$ cat config.mk
export PLATFORM = sky130hd
export DESIGN_NAME = fetch_stage
export DESIGN_NICKNAME = d
export VERILOG_FILES = /design/src/rtl/fetch_stage.sv
export SDC_FILE = /design/constraint.sdc
export NUM_CORES = 1
export LEC_CHECK = 0
export ABC_AREA = 1
export CORE_UTILIZATION = 45
export DETAILED_ROUTE_END_ITERATION = 8
export GPL_TIMING_DRIVEN = 0
export PLACE_DENSITY_LB_ADDON = 0.05
export SLEW_MARGIN = 20
export SYNTH_ARGS = -nofsm -noshare
export SYNTH_HDL_FRONTEND = slang
export SYNTH_SLANG_ARGS = --single-unit
$ cat constraint.sdc
create_clock -name clk -period 1.8 [get_ports clk]
set_input_delay 0.18 -clock clk [delete_from_list [all_inputs] [get_ports clk]]
set_output_delay 0.18 -clock clk [all_outputs]
set_load 0.02 [all_outputs]
$ cat src/rtl/fetch_stage.sv
// fetch_stage: instruction-fetch stage with the IF/ID pipeline register.
//
// Keeps the PC and issues one word fetch at a time over a valid/ready
// request channel. The response channel carries only a valid. Fetched
// instructions go into the decode slot {if_id_valid, if_id_pc, if_id_instr}.
// A one-entry hold buffer catches a response that arrives while decode is
// stalled. A redirect from EX flushes the slot and the hold buffer, and it
// discards the response of any request still in flight.
//
// Ports:
//   clk, rst_n                  clock (rising edge), async active-low reset
//   imem_req_valid/ready        fetch request handshake
//   imem_addr                   word-aligned fetch byte address
//   imem_rsp_valid/data         fetch response (one per accepted request)
//   redirect_valid/pc           EX redirect (flush) and its target
//   if_id_valid/pc/instr        decode slot (instr is NOP_INSTR when invalid)
//   id_ready                    decode consumes the slot; low = stall
//   perf_fetched/discarded      event counters (FETCH_PERF_CNT_EN only)
//
// Optional build macro: FETCH_PERF_CNT_EN adds the two performance counters.
module fetch_stage #(
  parameter int              XLEN      = 64,
  parameter logic [XLEN-1:0] RESET_PC  = '0,
  parameter logic [31:0]     NOP_INSTR = 32'h00000013
) (
  input  logic            clk,
  input  logic            rst_n,
  output logic            imem_req_valid,
  input  logic            imem_req_ready,
  output logic [XLEN-1:0] imem_addr,
  input  logic            imem_rsp_valid,
  input  logic [31:0]     imem_rsp_data,
  input  logic            redirect_valid,
  input  logic [XLEN-1:0] redirect_pc,
  output logic            if_id_valid,
  output logic [XLEN-1:0] if_id_pc,
  output logic [31:0]     if_id_instr,
`ifdef FETCH_PERF_CNT_EN
  output logic [63:0]     perf_fetched,
  output logic [63:0]     perf_discarded,
`endif
  input  logic            id_ready
);

  typedef enum logic [1:0] {S_REQ, S_WAIT, S_DROP} state_t;

  localparam logic [XLEN-1:0] ALIGN_MASK = ~XLEN'(3);

  state_t          state;
  logic [XLEN-1:0] pc;
  logic [XLEN-1:0] pc_inflight;
  logic            hold_valid;
  logic [XLEN-1:0] hold_pc;
  logic [31:0]     hold_instr;

  logic req_fire;
  logic rsp_take;
  logic slot_free;

  // The request is gated with rst_n so that it is low during reset, when
  // the FSM otherwise sits in S_REQ.
  assign imem_req_valid = rst_n && (state == S_REQ) && !redirect_valid && !hold_valid;
  assign imem_addr      = pc & ALIGN_MASK;
  assign req_fire       = imem_req_valid && imem_req_ready;
  assign rsp_take       = (state == S_WAIT) && imem_rsp_valid && !redirect_valid;
  // The slot can take a new entry when it is empty or is consumed this cycle.
  assign slot_free      = !if_id_valid || id_ready;

  always_ff @(posedge clk or negedge rst_n) begin
    if (!rst_n) begin
      state       <= S_REQ;
      pc          <= RESET_PC;
      pc_inflight <= '0;
      if_id_valid <= 1'b0;
      if_id_pc    <= '0;
      if_id_instr <= NOP_INSTR;
      hold_valid  <= 1'b0;
      hold_pc     <= '0;
      hold_instr  <= NOP_INSTR;
    end else if (redirect_valid) begin
      // A redirect overrides everything, including a consume in the same cycle.
      pc          <= redirect_pc & ALIGN_MASK;
      if_id_valid <= 1'b0;
      if_id_instr <= NOP_INSTR;
      hold_valid  <= 1'b0;
      case (state)
        S_WAIT:  state <= imem_rsp_valid ? S_REQ : S_DROP;
        S_DROP:  state <= imem_rsp_valid ? S_REQ : S_DROP;
        default: state <= S_REQ;
      endcase
    end else begin
      case (state)
        S_REQ: begin
          if (req_fire) begin
            pc_inflight <= pc;
            pc          <= pc + XLEN'(4);
            state       <= S_WAIT;
          end
        end
        S_WAIT: begin
          if (imem_rsp_valid) state <= S_REQ;
        end
        S_DROP: begin
          // This response belongs to a fetch that was flushed.
          if (imem_rsp_valid) state <= S_REQ;
        end
        default: state <= S_REQ;
      endcase

      // ---- IF/ID slot update ----
      if (rsp_take && slot_free) begin
        if_id_valid <= 1'b1;
        if_id_pc    <= pc_inflight;
        if_id_instr <= imem_rsp_data;
      end else if (hold_valid && slot_free) begin
        if_id_valid <= 1'b1;
        if_id_pc    <= hold_pc;
        if_id_instr <= hold_instr;
        hold_valid  <= 1'b0;
      end else if (if_id_valid && id_ready) begin
        if_id_valid <= 1'b0;
        if_id_instr <= NOP_INSTR;
      end

      if (rsp_take && !slot_free) begin
        hold_valid <= 1'b1;
        hold_pc    <= pc_inflight;
        hold_instr <= imem_rsp_data;
      end
    end
  end

`ifdef FETCH_PERF_CNT_EN
  logic       slot_load;
  logic [1:0] discard_inc;

  always_comb begin
    slot_load   = !redirect_valid && slot_free && (rsp_take || hold_valid);
    discard_inc = 2'd0;
    if (redirect_valid) begin
      // The response is dropped, and any valid slot or hold entry is flushed.
      discard_inc = 2'((state != S_REQ) && imem_rsp_valid) + 2'(if_id_valid) + 2'(hold_valid);
    end else if (state == S_DROP && imem_rsp_valid) begin
      discard_inc = 2'd1;
    end
  end

  always_ff @(posedge clk or negedge rst_n) begin
    if (!rst_n) begin
      perf_fetched   <= '0;
      perf_discarded <= '0;
    end else begin
      if (slot_load) perf_fetched <= perf_fetched + 64'd1;
      perf_discarded <= perf_discarded + 64'(discard_inc);
    end
  end
`endif

endmodule

==> results of run 1 <==
## cells in the final DEF, fill, tap and decap left out, types with 6 or more instances in the layout
cell,n
sky130_fd_sc_hd__buf_12,16
sky130_fd_sc_hd__inv_1,171
sky130_fd_sc_hd__nand3b_1,24
sky130_fd_sc_hd__clkbuf_2,12
sky130_fd_sc_hd__clkbuf_4,8
sky130_fd_sc_hd__clkdlybuf4s50_1,196
sky130_fd_sc_hd__buf_2,13
sky130_fd_sc_hd__clkbuf_8,17
sky130_fd_sc_hd__o21ai_1,14
sky130_fd_sc_hd__clkbuf_1,12
sky130_fd_sc_hd__dlymetal6s2s_1,23
sky130_fd_sc_hd__a22oi_1,11
sky130_fd_sc_hd__xor2_1,6
sky130_fd_sc_hd__dlygate4sd2_1,35
sky130_fd_sc_hd__nor2_1,150
sky130_fd_sc_hd__nand3_1,80
sky130_fd_sc_hd__nand2_2,8
sky130_fd_sc_hd__buf_4,42
sky130_fd_sc_hd__nand4_1,30
sky130_fd_sc_hd__nand2_4,6
sky130_fd_sc_hd__nand2_1,601
sky130_fd_sc_hd__o21ai_0,140
sky130_fd_sc_hd__a21oi_1,34
sky130_fd_sc_hd__buf_6,21
sky130_fd_sc_hd__o21bai_1,6
sky130_fd_sc_hd__a31oi_1,58
sky130_fd_sc_hd__dfrtp_1,285
sky130_fd_sc_hd__buf_8,13
sky130_fd_sc_hd__clkbuf_16,38
sky130_fd_sc_hd__o211ai_1,25
sky130_fd_sc_hd__nor2_4,36
sky130_fd_sc_hd__nor2_2,31
sky130_fd_sc_hd__dfrtp_2,25
sky130_fd_sc_hd__dfstp_2,6
## layer usage
metal | vias up | share of wire (%) | global-route usage [%]
li1 | 6780 | - | -
met1 | 6853 | 44 | 43.7
met2 | 584 | 45 | 46.1
met3 | 91 | 7.7 | 4.66
met4 | 0 | 3.4 | 11.3
met5 | - | 0 | 0
## layout make-up
| cell class | count | area share, % |
|---|---|---|
| repair inverters | 1 | 0.0360 |
| inverters | 181 | 3.33 |
| well taps | 442 | 2.65 |
| clock inverters | 6 | 0.366 |
| diodes | 1 | 0.0120 |
| plain buffers | 91 | 4.11 |
| clock buffers | 57 | 5.23 |
| repair buffers | 304 | 15.4 |
| multi-input cells | 1296 | 30.7 |
| flip-flops and latches | 316 | 38.1 |
## state kept, by name, summed over array words and instances, names as in the netlist
signal / cells
hold_pc: 62
hold_valid: 1
state: 2
if_id_pc: 62
if_id_instr: 32
pc_inflight: 62
pc: 62
hold_instr: 32
if_id_valid: 1
## path summary, 6_finish.rpt
path                                      startpoint                          end  slack [ps]  cells after the start
setup / recovery                state[1]$_DFFE_PN0P_     if_id_pc[46]$_DFFE_PN0P_          10                     11
hold / removal                                 rst_n  if_id_instr[26]$_DFFE_PN0P_        -420                      1
setup reg to reg                state[1]$_DFFE_PN0P_     if_id_pc[46]$_DFFE_PN0P_          10                     11
hold reg to reg            hold_instr[4]$_DFFE_PN1P_    hold_instr[4]$_DFFE_PN1P_         460                      2
max in group asynchronous                      rst_n           pc[56]$_DFFE_PN0P_         880                      3
min in group clk                    imem_rsp_data[1]    hold_instr[1]$_DFFE_PN1P_         200                      3
## metrics by stage
step | setup TNS (ps) | utilization, %
final | 0 | 64.0
after global placement | -5825230 | 55.5
after floorplan | 0 | -
after detailed placement | -152020 | 55.7
after global routing | -2240 | 64.0
after CTS | -963 | 61.6
## cell families (layout without fill, tap and decap cells)
family	count (synthesis)	count (layout)	share of synthesized area, %
fa+ha+maj	3	3	0.252
compound gates	304	304	11.6
other cells	1	5	0.0252
buf+inv	274	640	7.54
flops	316	316	53.1
simple gates	979	979	27.1
xor+xnor	6	6	0.352
## power breakdown
part | internal, mW | total [mW] | switching [mW] | leakage (nW)
clock network | 4.30 | 7.28 | 2.98 | 0.572
registers | 8.54 | 9.76 | 1.22 | 4.00
logic | 2.79 | 6.11 | 3.33 | 5.06
## timing repair
action	CTS	global route
pin swaps	12	22
setup buffers	22	18
setup endpoints to repair	352	292
endpoints found under the hold margin	62	62
gates resized for setup	218	193
cloned	3	3
==> results.json, run 1 <==
{
  "worst_path_max_delay_cell": "sky130_fd_sc_hd__dfrtp_1",
  "worst-path-buf-inv": 4,
  "synth_sequential_area_ratio_pct": 53.1,
  "clock_latency_on_the_worst_skew_pair_ps": 530,
  "ys_top_cells_by_area": "sky130_fd_sc_hd__dfrtp_1, sky130_fd_sc_hd__nand2_1, sky130_fd_sc_hd__nor2_1",
  "finish_stage_setup_viols": 0,
  "number_of_routed_nets_with_antenna_violations": 0,
  "fin_crit_ps": 1790,
  "critPathMaxFanout": 10,
  "place_hpwl_mm": 36.8,
  "grt_remaining_overflow": 0,
  "die_h_um": 184,
  "post_route_cells_drive_above_1_share_pct": 14.7,
  "power_per_cell_area_nw_per_um2": 1110,
  "dpl.cell_count": 2588,
  "dpl_cell_area_um2": 18100,
  "ys_warn_count": 0,
  "core-area_um2": 32500,
  "synthCells": 1883,
  "p_leak_nw": 9.64,
  "grt_antenna_before_repair": 1,
  "cts-htree-levels": 2,
  "final_nets": 2331,
  "finalInstanceArea_um2": 20800,
  "synth_ff_type": "sky130_fd_sc_hd__dfrtp_1",
  "max_cap_viol_count": 0,
  "avgSynthCellArea_um2": 7.92,
  "layout_setup_ws_ps": 10.5,
  "num_io_pins": 264,
  "synth-edff-count": 0,
  "routed_wire_length_per_instance_um": 19.0,
  "grt_first_pass_wirelength_mm": 78.2,
  "dpl_worst_slack_ps": -865,
  "crit_family": "buffers and inverters",
  "final_cells": 2695,
  "die_w_um": 184,
  "path_clk_slew_ps": 60,
  "cts_buffers": 35,
  "data_arrival_at_the_endpoint_of_the_critical_path_ps": 2230,
  "final-hold-violation-count": 65,
  "async_reset_ff_share_pct": 100,
  "die-area_um2": 33900,
  "routed-via-count": 14308,
  "critical_path_class": "reg2reg",
  "routed_wirelength_mm": 51.2,
  "max_stage_delay_ps": 380,
  "clock_sink_count": 316,
  "num_rows": 66,
  "synth.lib_cells_used.distinct": 36,
  "grt_util_all_layers_pct": 30.3,
  "hold_class": "in2async",
  "cts_tree": "yes",
  "grt_setup_unrepaired": "yes",
  "placement.io_buffers": 257,
  "clock_skew_ps": 13.7,
  "synth_most_common_cell": "sky130_fd_sc_hd__nand2_1",
  "p_total_mw": 23.2,
  "ys_seq_elements": 316,
  "cts_root_buffer": "sky130_fd_sc_hd__clkbuf_16",
  "max-vdd-ir-drop_v": 0.000694,
  "timing.slew.headroom_pct": 58.9,
  "register_area_um2": 7950,
  "areaGrowthSynthToFinish_pct": 39.7,
  "fmaxAchievable_ghz": 0.559,
  "startpoint_type": "flop",
  "max_slew.worst_pin.slew_ps": 616,
  "vias_per_cell": 5.31,
  "grt_start_max_net_pins": 97,
  "detailedRoute.firstIterationViolations": 1282,
  "drt_pass_1_iters": 6,
  "yosys-top-cells-count": "sky130_fd_sc_hd__nand2_1, sky130_fd_sc_hd__dfrtp_1, sky130_fd_sc_hd__nor2_1, sky130_fd_sc_hd__inv_1, sky130_fd_sc_hd__o21ai_0",
  "yosysTopAreaCellShare_pct": 52.0,
  "globalplace.congestion": 0.959,
  "violations": "negative hold slack",
  "minimum_hold_slack_ps": -425,
  "ctsLongestPathBuffers": 3,
  "cp.required_ps": 2240,
  "crit_chain": "inv_2, ha_4, nand2_4, nor2_4, nand2_4, a21oi_4, buf_12, buf_8, buf_8, nor2_1, a31oi_1",
  "crit_path_end_kind": "flop",
  "number_of_global_route_vias_before_repair": 13667,
  "post_synth_instance_area_um2": 14900,
  "num-fill-cells": 2850,
  "final-max-slew-violation-count": 0,
  "multi_input_area_um2": 6390,
  "synth.largest_area_cell": "sky130_fd_sc_hd__dfrtp_1",
  "detail_route.drc_violations": 0,
  "initial_utilization_pct": 45.8,
  "post-route-period-util_pct": 99.4,
  "run_status": "finished with violations"
}
Note: power is estimated with default switching activity, not from simulation.
==> run 2: changes to the inputs <==
Settings changed: CORE_UTILIZATION 45 to 53, RECOVER_POWER set to 100.
==> run 2 against run 1 <==
The run ends with negative hold slack, negative setup slack left. Highest routed layer is now met5. Critical path depth stayed put. Cell area is 2.9% lower. Setup slack worse by 86 ps. Clock skew is 1.3 ps higher. Sequential power hardly changed. Register-to-register slack worse by 90 ps.
==> results.json, run 2 (synthesis gave the netlist of run 1 again) <==
{
  "run_status": "finished with violations",
  "violations": "negative hold slack, negative setup slack",
  "grt_first_pass_wirelength_mm": 78.2,
  "path_clk_slew_ps": 60,
  "number_of_routed_nets_with_antenna_violations": 0,
  "setup_tns_ps": -1890,
  "drt_pass_1_iters": 5,
  "cts_tree": "yes",
  "fmaxAchievable_ghz": 0.533,
  "ctsLongestPathBuffers": 3,
  "core-area_um2": 27700,
  "cts_buffers": 35,
  "placement.io_buffers": 257,
  "grt_antenna_before_repair": 1,
  "final_nets": 2329,
  "critPathMaxFanout": 8,
  "hold_class": "in2async",
  "die_h_um": 170,
  "layout_setup_ws_ps": -75.9,
  "vias_per_cell": 5.63,
  "num_antenna_cells": 0,
  "post_route_cells_drive_above_1_share_pct": 13.7,
  "critical_path_class": "reg2reg",
  "die-area_um2": 28800,
  "busiest_layer": "met2",
  "fin_crit_ps": 1880,
  "cts_root_buffer": "sky130_fd_sc_hd__clkbuf_16",
  "startpoint_type": "flop",
  "place_hpwl_mm": 37.1,
  "grt_start_max_net_pins": 93,
  "p_total_mw": 22.9,
  "dpl_worst_slack_ps": -930,
  "minimum_hold_slack_ps": -371,
  "crit_path_end_kind": "flop",
  "data_arrival_at_the_endpoint_of_the_critical_path_ps": 2310,
  "grt_setup_unrepaired": "yes",
  "number_of_hold_repair_buffers_added_at_the_cts_stage": 5,
  "cp.required_ps": 2230,
  "detail_route.drc_violations": 0,
  "layout.cells.most_common": "sky130_fd_sc_hd__nand2_1",
  "grt_util_all_layers_pct": 35.6,
  "routed_wirelength_mm": 52.7,
  "max_cap_viol_count": 0,
  "die_w_um": 170,
  "clock_latency_on_the_worst_skew_pair_ps": 520,
  "num-fill-cells": 2078,
  "finish_stage_setup_viols": 70,
  "power_per_cell_area_nw_per_um2": 1130,
  "layout.cells.most_common_list": "sky130_fd_sc_hd__nand2_1, sky130_fd_sc_hd__dfrtp_1, sky130_fd_sc_hd__clkdlybuf4s50_1",
  "groute.layer.met1.usage_pct": 50.8,
  "number_of_global_route_vias_before_repair": 13900,
  "grt_remaining_overflow": 0,
  "max_slew.worst_pin.slew_ps": 1400,
  "detailedRoute.firstIterationViolations": 1583,
  "dpl.cell_count": 2525,
  "routed_wire_length_per_instance_um": 20.0,
  "num_rows": 61,
  "num_io_pins": 264,
  "areaGrowthSynthToFinish_pct": 35.6,
  "clock_skew_ps": 15.0,
  "groute.layer.met3.usage_pct": 5.29,
  "final-max-slew-violation-count": 0,
  "initial_utilization_pct": 53.8,
  "final_cells": 2627,
  "p_leak_nw": 9.26,
  "max-vdd-ir-drop_v": 0.000701,
  "routed-via-count": 14789,
  "grt.met2_usage_pct": 56.5,
  "cts-htree-levels": 2,
  "globalplace.congestion": 0.896,
  "clock_sink_count": 316,
  "post-route-period-util_pct": 104,
  "timing.slew.headroom_pct": 6.58,
  "final-hold-violation-count": 56
}
==> run 2: changes by cell type in the layout (fill, tap and decap cells not counted), sizes merged, moves of 5 or more <==
| cell | previous run | this run |
|---|---|---|
| buf | 111 | 99 |
| clkbuf | 87 | 113 |
| dlygate4sd2 | 35 | 17 |
| clkinv | 5 | 10 |
| dlygate4sd3 | 0 | 15 |
| dlymetal6s2s | 23 | 1 |
==> run 2: worst paths after layout <==
check | startpoint | endpoint | slack (ps) | cells past startpoint
max in group asynchronous | rst_n | hold_pc[41]$_DFFE_PN0P_ | 270 | 4
worst max register to register | state[1]$_DFFE_PN0P_ | if_id_pc[4]$_DFFE_PN0P_ | -80 | 11
worst min-delay path | rst_n | hold_instr[28]$_DFFE_PN0P_ | -370 | 2
worst max-delay path | state[1]$_DFFE_PN0P_ | if_id_pc[4]$_DFFE_PN0P_ | -80 | 11
worst min register to register | hold_instr[4]$_DFFE_PN1P_ | hold_instr[4]$_DFFE_PN1P_ | 460 | 2
min in group clk | imem_rsp_data[1] | hold_instr[1]$_DFFE_PN1P_ | 230 | 3
==> run 2: metrics by stage <==
step | instance area, um2 | util, % | hold WS, ps
6_report | 20200 | 73.0 | -371
5_1_grt | 20200 | 73.0 | -345
4_1_cts | 19700 | 71.2 | -302
3_5_place_dp | 18100 | 65.3 | 130
3_3_place_gp | 18000 | 64.8 | 452
2_1_floorplan | 14900 | - | -116
==> run 2: metal layers <==
layer | wire length [um] | vias to the layer above
li1 | - | 6760
met1 | 21900 | 7111
met2 | 24300 | 793
met3 | 4670 | 123
met4 | 1820 | 2
met5 | 13 | -
==> run 2: power breakdown <==
group | switching [mW] | total [mW] | internal [mW]
logic | 3.35 | 5.96 | 2.60
registers | 1.21 | 9.74 | 8.53
clock network | 3.00 | 7.24 | 4.24
==> run 2: area by class of cell <==
| class | count | area (um2) | share of cell area [%] |
|---|---|---|---|
| flip-flops and latches | 316 | 7930 | 39.2 |
| multi-input cells | 1296 | 6340 | 31.3 |
| repair buffers | 301 | 2870 | 14.2 |
| clock buffers | 49 | 1010 | 4.99 |
| plain buffers | 92 | 751 | 3.71 |
| inverters | 181 | 689 | 3.41 |
| well taps | 378 | 473 | 2.34 |
| clock inverters | 13 | 145 | 0.718 |
| repair inverters | 1 | 6.26 | 0.0309 |
==> run 2: worst max-delay path, cell delays in order, from the launching register on <==
cell and delay, ps:
sky130_fd_sc_hd__dfrtp_1 390, sky130_fd_sc_hd__inv_2 80, sky130_fd_sc_hd__ha_4 140, sky130_fd_sc_hd__nand2_4 60
sky130_fd_sc_hd__nor2_4 180, sky130_fd_sc_hd__nand2_4 130, sky130_fd_sc_hd__a21oi_4 160, sky130_fd_sc_hd__buf_12 160
sky130_fd_sc_hd__clkbuf_16 170, sky130_fd_sc_hd__buf_6 110, sky130_fd_sc_hd__nor2_2 30, sky130_fd_sc_hd__a31oi_1 160
==> run 2: timing repair <==
item	4_1_cts	5_1_grt
gates cloned	1	6
setup buffers	7	22
endpoints found under the setup margin	354	339
pin swaps	4	16
endpoints found under the hold margin	55	200
gates resized for setup	148	226
